**src/rtl/instr_enc_pkg.sv**
```systemverilog
// instr_enc_pkg: shared ISA constants for the instruction encoder.
// It holds the opcodes, the ALU and CTRL immediate codes (these are shared
// with the decoder), the request-kind enum, the FSM state type and the
// field packing and legality helpers.
// Optional feature macro: INSTR_ENC_NOP_PAD_EN adds the EMIT_PAD state.
package instr_enc_pkg;

  localparam logic [3:0] OP_NOP    = 4'h0;
  localparam logic [3:0] OP_ARITH2 = 4'h1;
  localparam logic [3:0] OP_ARITH1 = 4'h2;
  localparam logic [3:0] OP_MOVI   = 4'h3;
  localparam logic [3:0] OP_ADDI   = 4'h4;
  localparam logic [3:0] OP_SUBI   = 4'h5;
  localparam logic [3:0] OP_LOAD   = 4'h6;
  localparam logic [3:0] OP_STOR   = 4'h7;
  localparam logic [3:0] OP_BEQ    = 4'h8;
  localparam logic [3:0] OP_BGE    = 4'h9;
  localparam logic [3:0] OP_BLE    = 4'hA;
  localparam logic [3:0] OP_BC     = 4'hB;
  localparam logic [3:0] OP_J      = 4'hC;
  localparam logic [3:0] OP_CTRL   = 4'hF;

  localparam logic [2:0] ALU_ADD = 3'd0;
  localparam logic [2:0] ALU_SUB = 3'd1;
  localparam logic [2:0] ALU_AND = 3'd2;
  localparam logic [2:0] ALU_OR  = 3'd3;
  localparam logic [2:0] ALU_XOR = 3'd4;
  localparam logic [2:0] ALU_SHL = 3'd5;
  localparam logic [2:0] ALU_SHR = 3'd6;
  localparam logic [2:0] ALU_CMP = 3'd7;

  localparam logic [11:0] CTRL_STC   = 12'h001;
  localparam logic [11:0] CTRL_STB   = 12'h002;
  localparam logic [11:0] CTRL_RESET = 12'hAAA;
  localparam logic [11:0] CTRL_HALT  = 12'hFFF;

  typedef enum logic [3:0] {
    K_NOP, K_ARITH2, K_ARITH1, K_MOVI_L, K_MOVI_H, K_ADDI, K_SUBI, K_LOAD,
    K_STOR, K_BEQ, K_BGE, K_BLE, K_BC, K_J, K_LI16, K_CTRL
  } req_kind_e;

  typedef enum logic [1:0] {
    S_IDLE, S_EMIT_HI
`ifdef INSTR_ENC_NOP_PAD_EN
    , S_EMIT_PAD
`endif
  } state_e;

  function automatic logic is_branch(input req_kind_e k);
    return (k == K_BEQ) || (k == K_BGE) || (k == K_BLE) || (k == K_BC) || (k == K_J);
  endfunction

  // Bits above the immediate field must replicate the field MSB.
  function automatic logic req_legal(input req_kind_e k, input logic [2:0] f,
                                     input logic [15:0] imm);
    logic ok;
    ok = 1'b1;
    case (k)
      K_MOVI_L, K_MOVI_H:        ok = (&imm[15:7]) | ~(|imm[15:7]);
      K_ADDI, K_SUBI, K_LOAD, K_STOR,
      K_BEQ, K_BGE, K_BLE:       ok = (&imm[15:5]) | ~(|imm[15:5]);
      K_BC, K_J:                 ok = (&imm[15:11]) | ~(|imm[15:11]);
      K_ARITH1, K_CTRL:          ok = ~f[2];
      default:                   ok = 1'b1;
    endcase
    return ok;
  endfunction

  // LI16 encodes its low half here; the high half comes from the FSM.
  function automatic logic [15:0] encode(input req_kind_e k, input logic [2:0] d,
                                         input logic [2:0] s1, input logic [2:0] s2,
                                         input logic [2:0] f, input logic [15:0] imm);
    logic [15:0] w;
    w = 16'h0000;
    case (k)
      K_NOP:             w = 16'h0000;
      K_ARITH2:          w = {OP_ARITH2, d, s1, s2, f};
      K_ARITH1:          w = {OP_ARITH1, d, s1, 3'b000, f};
      K_MOVI_L, K_LI16:  w = {OP_MOVI, d, 1'b0, imm[7:0]};
      K_MOVI_H:          w = {OP_MOVI, d, 1'b1, imm[7:0]};
      K_ADDI:            w = {OP_ADDI, d, s1, imm[5:0]};
      K_SUBI:            w = {OP_SUBI, d, s1, imm[5:0]};
      K_LOAD:            w = {OP_LOAD, d, s1, imm[5:0]};
      K_STOR:            w = {OP_STOR, d, s1, imm[5:0]};
      K_BEQ:             w = {OP_BEQ, d, s1, imm[5:0]};
      K_BGE:             w = {OP_BGE, d, s1, imm[5:0]};
      K_BLE:             w = {OP_BLE, d, s1, imm[5:0]};
      K_BC:              w = {OP_BC, imm[11:0]};
      K_J:               w = {OP_J, imm[11:0]};
      K_CTRL: begin
        case (f[1:0])
          2'd0:    w = {OP_CTRL, CTRL_STC};
          2'd1:    w = {OP_CTRL, CTRL_STB};
          2'd2:    w = {OP_CTRL, CTRL_RESET};
          default: w = {OP_CTRL, CTRL_HALT};
        endcase
      end
      default:           w = 16'h0000;
    endcase
    return w;
  endfunction

endpackage

```
**src/rtl/instr_fifo.sv**
```systemverilog
// instr_fifo: synchronous FIFO, DEPTH entries (power of 2, >= 2) of W bits.
// Ports: clk_i, rst_n_i (async low), push_i/wdata_i, pop_i, rdata_o (0 when
// empty), full_o, empty_o. A push when full or a pop when empty is ignored.
module instr_fifo #(
  parameter int DEPTH = 4,
  parameter int W     = 16
) (
  input  logic         clk_i,
  input  logic         rst_n_i,
  input  logic         push_i,
  input  logic [W-1:0] wdata_i,
  input  logic         pop_i,
  output logic [W-1:0] rdata_o,
  output logic         full_o,
  output logic         empty_o
);
  localparam int AW = $clog2(DEPTH);
  localparam logic [AW:0] PTR_ONE = 1;

  // Pointers carry an extra wrap bit to tell full from empty.
  logic [AW:0]  wr_q, rd_q;
  logic [W-1:0] mem_q [DEPTH];
  logic         do_push, do_pop;

  assign full_o  = (wr_q[AW] != rd_q[AW]) && (wr_q[AW-1:0] == rd_q[AW-1:0]);
  assign empty_o = (wr_q == rd_q);
  assign do_push = push_i && !full_o;
  assign do_pop  = pop_i && !empty_o;
  assign rdata_o = empty_o ? '0 : mem_q[rd_q[AW-1:0]];

  always_ff @(posedge clk_i or negedge rst_n_i) begin
    if (!rst_n_i) begin
      wr_q <= '0;
      rd_q <= '0;
    end else begin
      if (do_push) wr_q <= wr_q + PTR_ONE;
      if (do_pop)  rd_q <= rd_q + PTR_ONE;
    end
  end

  always_ff @(posedge clk_i) begin
    if (do_push) mem_q[wr_q[AW-1:0]] <= wdata_i;
  end
endmodule

```
**src/rtl/instr_encoder.sv**
```systemverilog
// instr_encoder: packs operation requests into 16-bit ISA words and queues
// them in a FIFO with valid/ready on both sides. LI16 expands to MOVI_L then
// MOVI_H. Illegal requests are consumed and flagged on err_po one cycle later.
// Ports: clk_pi, rst_n_pi (async low); req_* request side; instr_valid_po /
//   instr_ready_pi / instruction_po issue side; err_po, halted_po,
//   instr_count_po status.
// Optional: INSTR_ENC_NOP_PAD_EN appends a 16'h0000 delay-slot word after
//   every branch or J word.
module instr_encoder
  import instr_enc_pkg::*;
#(
  parameter int DEPTH = 4,
  parameter int CNT_W = 16
) (
  input  logic             clk_pi,
  input  logic             rst_n_pi,
  input  logic             req_valid_pi,
  output logic             req_ready_po,
  input  logic [3:0]       req_kind_pi,
  input  logic [2:0]       req_dst_pi,
  input  logic [2:0]       req_src1_pi,
  input  logic [2:0]       req_src2_pi,
  input  logic [2:0]       req_func_pi,
  input  logic [15:0]      req_imm_pi,
  output logic             instr_valid_po,
  input  logic             instr_ready_pi,
  output logic [15:0]      instruction_po,
  output logic             err_po,
  output logic             halted_po,
  output logic [CNT_W-1:0] instr_count_po
);
  state_e      state_q, state_d;
  logic [10:0] hi_q, hi_d;     // {dst, imm[15:8]} held for the MOVI_H half
  logic        err_q, err_d;
  logic        halted_q, halted_d;
  logic [CNT_W-1:0] cnt_q;

  req_kind_e   kind;
  logic        accept, legal, push, pop, full, empty;
  logic [15:0] push_data;

  assign kind   = req_kind_e'(req_kind_pi);
  assign legal  = req_legal(kind, req_func_pi, req_imm_pi);
  assign req_ready_po = (state_q == S_IDLE) && !full && !halted_q;
  assign accept = req_valid_pi && req_ready_po;
  assign pop    = instr_valid_po && instr_ready_pi;

  always_comb begin
    state_d   = state_q;
    hi_d      = hi_q;
    push      = 1'b0;
    push_data = 16'h0000;
    err_d     = accept && !legal;
    halted_d  = halted_q | (accept && legal && kind == K_CTRL && req_func_pi == 3'd3);
    case (state_q)
      S_IDLE: begin
        if (accept && legal) begin
          push      = 1'b1;
          push_data = encode(kind, req_dst_pi, req_src1_pi, req_src2_pi, req_func_pi, req_imm_pi);
          if (kind == K_LI16) begin
            state_d = S_EMIT_HI;
            hi_d    = {req_dst_pi, req_imm_pi[15:8]};
          end
`ifdef INSTR_ENC_NOP_PAD_EN
          if (is_branch(kind)) state_d = S_EMIT_PAD;
`endif
        end
      end
      S_EMIT_HI: begin
        if (!full) begin
          push      = 1'b1;
          push_data = {OP_MOVI, hi_q[10:8], 1'b1, hi_q[7:0]};
          state_d   = S_IDLE;
        end
      end
`ifdef INSTR_ENC_NOP_PAD_EN
      S_EMIT_PAD: begin
        if (!full) begin
          push      = 1'b1;
          push_data = 16'h0000;
          state_d   = S_IDLE;
        end
      end
`endif
      default: state_d = S_IDLE;
    endcase
  end

  always_ff @(posedge clk_pi or negedge rst_n_pi) begin
    if (!rst_n_pi) begin
      state_q  <= S_IDLE;
      hi_q     <= '0;
      err_q    <= 1'b0;
      halted_q <= 1'b0;
      cnt_q    <= '0;
    end else begin
      state_q  <= state_d;
      hi_q     <= hi_d;
      err_q    <= err_d;
      halted_q <= halted_d;
      if (pop) cnt_q <= cnt_q + CNT_W'(1);
    end
  end

  instr_fifo #(.DEPTH(DEPTH), .W(16)) u_fifo (
    .clk_i   (clk_pi),
    .rst_n_i (rst_n_pi),
    .push_i  (push),
    .wdata_i (push_data),
    .pop_i   (pop),
    .rdata_o (instruction_po),
    .full_o  (full),
    .empty_o (empty)
  );

  assign instr_valid_po = !empty;
  assign err_po         = err_q;
  assign halted_po      = halted_q;
  assign instr_count_po = cnt_q;
endmodule

```
**config.mk**
```make
export PLATFORM = sky130hd
export DESIGN_NAME = instr_encoder
export DESIGN_NICKNAME = d
export VERILOG_FILES = /design/src/rtl/instr_enc_pkg.sv /design/src/rtl/instr_fifo.sv /design/src/rtl/instr_encoder.sv
export SDC_FILE = /design/constraint.sdc
export NUM_CORES = 1
export LEC_CHECK = 0
export CORE_UTILIZATION = 50
export CTS_BUF_LIST = sky130_fd_sc_hd__clkbuf_4 sky130_fd_sc_hd__clkbuf_8
export CTS_CLUSTER_SIZE = 20
export DETAILED_ROUTE_END_ITERATION = 7
export PLACE_DENSITY = 0.74
export SYNTH_ARGS = -nofsm -noshare
export SYNTH_HDL_FRONTEND = slang
export SYNTH_HIERARCHICAL = 1
export SYNTH_SLANG_ARGS = --single-unit
export TNS_END_PERCENT = 30
```
**constraint.sdc**
```tcl
create_clock -name clk_pi -period 3.4 [get_ports clk_pi]
set_input_delay 0.68 -clock clk_pi [delete_from_list [all_inputs] [get_ports clk_pi]]
set_output_delay 0.68 -clock clk_pi [all_outputs]
set_load 0.05 [all_outputs]
```
==> impl_metrics.json, run 1 <==
{
  "pwr-share-comb_pct": 7.5,
  "p_int_w": 0.00179,
  "ctsLongestPathBuffers": 2,
  "clock_latency_ns": 0.35,
  "setup_violations": 0,
  "path_delay_family": "compound AO/OA/AOI/OAI gates",
  "via_per_inst": 5.76,
  "crit_buf_inv": 1,
  "fmax_ghz": 0.339,
  "cts_resized": 0,
  "synthDominantCellAreaShare_pct": 36.9,
  "clkSinkCount": 100,
  "antenna_cells": 0,
  "power_density_nw_per_um2": 354,
  "avgSynthCellArea_sq_um": 13.1,
  "final-hold-violation-count": 0,
  "syn_inst": 397,
  "grt_pass1_wl_microns": 18900,
  "cp_data_arrival_time_ns": 3.06,
  "synthAdderAreaFrac_pct": 2.40,
  "synthXorXnorAreaFrac_pct": 4.83,
  "critPathKind": "reg2reg",
  "swShare_pct": 20.7,
  "fp.dieH_microns": 104,
  "max_stage_delay_ns": 0.69,
  "yosysSeqAreaShare_pct": 54.2,
  "synth-edff-count": 64,
  "rows": 36,
  "hold_path.class": "in2async",
  "worst_slack_ns": 0.447,
  "initial_utilization_pct": 52.3,
  "hpwlAfterDp_microns": 8610,
  "regArea_sq_um": 2820,
  "cts_setup_buffers": 0,
  "pre_cts_ws_ns": 0.204,
  "track_usage_pct": 22.7,
  "cp_max_fo": 12,
  "tritoncts": "built",
  "yosys.area_share.simple_pct": 13.1,
  "antenna_found_initial": 0,
  "synth_compound_area_share_pct": 11.3,
  "yosys-top-cells-area": "edfxtp_1 37%, dfrtp_1 17%, mux4_1 5.0%",
  "status": "finished, final reports clean",
  "synth_fp_nets": 443,
  "multiInputGateArea_sq_um": 2200,
  "seqPwrFrac_pct": 56.8,
  "grt_overflow": 0,
  "drc": 0,
  "vias": 3598,
  "setup-tns-final_ns": 0,
  "gp_congestion": 0.964,
  "post-route-min-period_ns": 2.95,
  "slew_headroom_pct": 41.7,
  "portBuffers": 71,
  "synth-async-reset-ratio_pct": 36.0,
  "synth_seq_cells": 100,
  "area_delta_synth_final_pct": 22.2,
  "drtIter0Drc": 231,
  "dieArea_sq_um": 10800,
  "yosysMostFrequentCell": "edfxtp_1",
  "yosysTopAreaCell": "edfxtp_1",
  "synth-main-ff-cell": "edfxtp_1",
  "hold_buffers": 0,
  "max_slew.worst_pin.slew_ns": 0.874,
  "grt_pass1_vias": 3655,
  "dr.pass1.iters": 4,
  "routed_wl_microns": 11500,
  "ir_drop_v": 0.000249,
  "skew_ns": 0.0122,
  "maxCapViolations": 0,
  "path_cells": "xnor2_1 > nand3_1 > inv_1 > nor3_4 > nand2_1 > a21oi_1 > a32oi_1 > o21ai_1",
  "layout-drive-gt1-share_pct": 20.3,
  "cts-buffers-inserted": 9,
  "whs_ns": 0.419,
  "cts_root_buf": "clkbuf_8",
  "grt_start_max_net_pins": 37,
  "synthDistinctLibCells": 61,
  "start_kind": "flop",
  "ys_warn_count": 6,
  "synthesis.area_sq_um": 5210,
  "die_w_microns": 104,
  "slew_viol_final": 0,
  "final.period_utilization_pct": 86.9,
  "worstPathRequired_ns": 3.51,
  "synth_common_cells": "64 x edfxtp_1, 36 x dfrtp_1, 25 x nand2_1, 20 x nor2b_1",
  "wl_per_cell_microns": 18.3,
  "leakage_nw": 2.25,
  "worst_path_max_delay_cell": "a21oi_1",
  "power.net_switching_w": 0.000466,
  "synth_top_family_by_area": "simple AND/OR/NAND/NOR gates",
  "clkPwrFrac_pct": 35.6,
  "muxShareOfSynthArea_pct": 10.4,
  "rsz0062_at_grt": "no",
  "critPathCaptureType": "flop",
  "core_sq_um": 9950,
  "clk_pin_slew_ns": 0.08,
  "fin_nets": 533,
  "drtAntennaViolNets": 0,
  "fillers": 758,
  "pin_count": 72,
  "htree_levels": 3
}
## worst paths after layout
check	from	end	slack, ns	depth (start not counted)
max in group asynchronous	rst_n_pi	hi_q[1]	2.44	1
setup reg to reg	u_fifo/wr_q[0]	u_fifo/mem_q[2][10]	0.45	8
hold reg to reg	instr_count_po[15]	instr_count_po[15]	0.48	1
setup / recovery	u_fifo/wr_q[0]	u_fifo/mem_q[2][10]	0.45	8
hold / removal	rst_n_pi	instr_count_po[6]	0.42	1
min in group clk_pi	instr_count_po[15]	instr_count_po[15]	0.48	1
## layout by cell type (no fill, tap or decap), drive strengths merged, types with 2 or more instances in the layout
cell type	instances
mux4	16
clkbuf	11
o32ai	5
a22oi	3
o31ai	5
inv	13
o21ai	22
nand2	25
mux2	13
nand2b	3
nor2	14
dfrtp	36
a32oi	11
and4	4
a21oi	12
edfxtp	64
nor2b	20
a221o	4
nand4	4
nor4	3
and3	9
o2bb2ai	2
a211o	3
clkinv	3
xor2	8
and2	4
buf	47
nand3	19
xnor2	19
clkdlybuf4s50	52
bufinv	2
nor3	8
a2bb2oi	3
ha	10
a211oi	2
## layer usage
metal  wire length (microns)  track usage (%)
met1                    4880             29.1
met2                    5720             36.9
met3                     458             4.20
met4                     402             11.9
met5                       0                0
## state kept, by name (all words and copies together), names as in the netlist
| name | flops |
|---|---|
| err_po | 1 |
| hi_q | 11 |
| halted_po | 1 |
| state_q | 1 |
| u_fifo/wr_q | 3 |
| u_fifo/rd_q | 3 |
| instr_count_po | 16 |
| u_fifo/mem_q | 64 |
## layout make-up
type | instances | share of cell area [%]
clock inverters | 5 | 1.22
flip-flops and latches | 100 | 44.3
inverters | 13 | 0.767
repair buffers | 99 | 14.3
well taps | 133 | 2.61
clock buffers | 11 | 2.18
multi-input cells | 264 | 34.6
## power by group through the flow
stage	logic (W)	registers, W	clock network [W]
finish	0.000170	0.00128	0.000803
global route	0.000182	0.00128	0.000880
CTS	0.000168	0.00128	0.000826
detailed placement	0.000167	0.00131	0
global placement	0.000167	0.00131	0
floorplan	0.0000763	0.00131	0
## kinds of logic (layout without fill, tap and decap cells)
logic type,Yosys count,count (layout)
AND/OR/NAND/NOR,120,120
flip-flops,100,100
AO/OA/AOI/OAI,78,78
buffers and inverters,33,128
multiplexers,29,29
XOR/XNOR,27,27
adder cells (fa/ha/maj),10,10
## worst register-to-register path, cell delays in order, from the launching register on
cell	delay, ns
dfrtp_1	0.54
xnor2_1	0.22
nand3_1	0.23
inv_1	0.14
nor3_4	0.25
nand2_1	0.11
a21oi_1	0.69
a32oi_1	0.25
o21ai_1	0.29
## stage by stage
| step | cells | instance area [sq um] | total power [W] | utilization (%) |
|---|---|---|---|---|
| after floorplan | 397 | 5220 | 0.00139 | - |
| after global placement | 609 | 6150 | 0.00148 | 61.8 |
| after detailed placement | 609 | 6150 | 0.00148 | 61.8 |
| after global routing | 625 | 6360 | 0.00235 | 63.9 |
| after CTS | 625 | 6360 | 0.00228 | 63.9 |
| final | 625 | 6360 | 0.00226 | 63.9 |
(Power assumes the default switching activity.)
==> run 2: changes to the inputs <==
--- a/config.mk
+++ b/config.mk
@@ -10,6 +10,7 @@
 export CTS_CLUSTER_SIZE = 20
 export DETAILED_ROUTE_END_ITERATION = 7
 export PLACE_DENSITY = 0.74
+export SKIP_LAST_GASP = 1
 export SYNTH_ARGS = -nofsm -noshare
 export SYNTH_HDL_FRONTEND = slang
 export SYNTH_HIERARCHICAL = 1
==> results of run 2 <==
The final DEF is identical to that of run 1; final timing and power are the same.
==> run 3: changes to the inputs <==
--- a/config.mk
+++ b/config.mk
@@ -5,11 +5,11 @@
 export SDC_FILE = /design/constraint.sdc
 export NUM_CORES = 1
 export LEC_CHECK = 0
-export CORE_UTILIZATION = 50
+export CORE_UTILIZATION = 57
 export CTS_BUF_LIST = sky130_fd_sc_hd__clkbuf_4 sky130_fd_sc_hd__clkbuf_8
 export CTS_CLUSTER_SIZE = 20
 export DETAILED_ROUTE_END_ITERATION = 7
-export PLACE_DENSITY = 0.74
+export PLACE_DENSITY = 0.83
 export SKIP_LAST_GASP = 1
 export SYNTH_ARGS = -nofsm -noshare
 export SYNTH_HDL_FRONTEND = slang
==> impl_metrics.json, run 3 (synthesis gave the netlist of run 1 again) <==
{
  "status": "finished, final reports clean",
  "slew_viol_final": 0,
  "die_w_microns": 97.6,
  "critPathLaunch": "u_fifo/wr_q[0]",
  "timing.rr.end": "u_fifo/mem_q[3][14]",
  "core_sq_um": 8760,
  "cts-buffers-inserted": 9,
  "antenna_found_initial": 0,
  "grt_start_max_net_pins": 37,
  "drtIter0Drc": 213,
  "post-route-min-period_ns": 2.99,
  "place_area_sq_um": 6050,
  "dr.pass1.iters": 5,
  "rsz0062_at_grt": "no",
  "dp_cells": 574,
  "multiInputGateArea_sq_um": 2200,
  "p_total_w": 0.00224,
  "area_delta_synth_final_pct": 20.3,
  "fmax_ghz": 0.334,
  "antenna_cells": 0,
  "fillers": 610,
  "final.period_utilization_pct": 88.1,
  "clk_pin_slew_ns": 0.11,
  "cts_root_buf": "clkbuf_8",
  "cts_setup_buffers": 0,
  "final_cell_mix": "64 x edfxtp_1, 52 x clkdlybuf4s50_1, 36 x dfrtp_1",
  "met1_usage_pct": 32.0,
  "routed_wl_microns": 11700,
  "drtAntennaViolNets": 0,
  "grt_pass1_vias": 3715,
  "setup_violations": 0,
  "worstPathRequired_ns": 3.48,
  "critPathKind": "reg2reg",
  "finalNonFillerCells": 590,
  "critical_path.endpoint": "u_fifo/mem_q[3][14]",
  "reg2reg_depth": 11,
  "layout-drive-gt1-share_pct": 18.9,
  "reg2reg_slack_ns": 0.41,
  "hold_buffers": 0,
  "final_area_sq_um": 6270,
  "hold_path.class": "in2async",
  "clkSinkCount": 100,
  "track_usage_pct": 25.8,
  "power_density_nw_per_um2": 358,
  "grtUsageMet3_pct": 4.75,
  "max_slew.worst_pin.slew_ns": 0.846,
  "cts_resized": 0,
  "worst_path_max_delay_cell": "dfrtp_1",
  "wl_per_cell_microns": 19.8,
  "final-hold-violation-count": 0,
  "cp_max_fo": 17,
  "final_common_cell": "edfxtp_1",
  "top_usage_layer": "met2",
  "gp_congestion": 0.964,
  "fin_nets": 523,
  "ctsLongestPathBuffers": 2,
  "maxCapViolations": 0,
  "rows": 34,
  "drc": 0,
  "via_per_inst": 6.23,
  "max_stage_delay_ns": 0.50,
  "fp.dieH_microns": 97.6,
  "vias": 3677,
  "dieArea_sq_um": 9520,
  "start_kind": "flop",
  "ir_drop_v": 0.000265,
  "grt_pass1_wl_microns": 18700,
  "slew_headroom_pct": 43.6,
  "path_cells": "xnor2_1 > nand3_1 > inv_1 > nor3_4 > nand2_1 > inv_1 > o31ai_4 > nand2_1 > nand2_1 > a31oi_2 > buf_12",
  "path_common_cell": "nand2_1",
  "portBuffers": 71,
  "hpwlAfterDp_microns": 8710,
  "initial_utilization_pct": 59.4,
  "tritoncts": "built",
  "clock_latency_ns": 0.37,
  "cp_data_arrival_time_ns": 3.07,
  "setup-tns-final_ns": 0,
  "largest_reg_flops": 64,
  "pin_count": 72,
  "use_met2_pct": 43.7,
  "final_util_pct": 71.5,
  "leakage_nw": 2.19,
  "critPathCaptureType": "flop",
  "r2r-start": "u_fifo/wr_q[0]",
  "htree_levels": 3,
  "regArea_sq_um": 2820,
  "skew_ns": 0.0133,
  "grt_overflow": 0
}
run 3: report_power, final:
part           internal, W  total (W)  switching (W)
registers          0.00128    0.00128    0.000000916
clock network     0.000364   0.000796       0.000432
logic            0.0000751   0.000163      0.0000882
total              0.00172    0.00224       0.000521
run 3: cell type report:
cell class              instances  share of cell area (%)
clock inverters                 6                    1.32
flip-flops and latches        100                    45.0
inverters                      13                   0.778
well taps                     108                    2.16
repair buffers                 89                    13.5
multi-input cells             264                    35.1
clock buffers                  10                    2.10
run 3: per-layer routing:
| metal | up-vias | share of wire [%] |
|---|---|---|
| met5 | - | 0 |
| met4 | 0 | 3.0 |
| met2 | 162 | 51 |
| met3 | 27 | 5.7 |
| met1 | 1806 | 40 |
| li1 | 1682 | - |
run 3: through the flow:
| step | hold WS, ns | setup slack (ns) |
|---|---|---|
| after floorplan | 0.384 | 0.106 |
| after global placement | 0.461 | 0.168 |
| after detailed placement | 0.465 | 0.145 |
| after CTS | 0.406 | 0.330 |
| after global routing | 0.442 | 0.165 |
| final | 0.387 | 0.406 |
run 3: worst min-delay path by stage:
stage / endpoint / slack (ns) / cells past startpoint
global route: instr_count_po[2] / 0.44 / 1
floorplan: err_po / 0.38 / 0
global placement: instr_count_po[15] / 0.46 / 1
CTS: instr_count_po[4] / 0.41 / 1
detailed placement: instr_count_po[15] / 0.46 / 1
finish: instr_count_po[8] / 0.39 / 1
run 3: critical path, delay by kind of cell, from the launching register on:
| kind | cells | cell delay, ns |
|---|---|---|
| compound gates | 2 | 0.36 |
| xor+xnor | 1 | 0.26 |
| buf+inv | 3 | 0.68 |
| flops | 1 | 0.50 |
| simple gates | 5 | 0.89 |
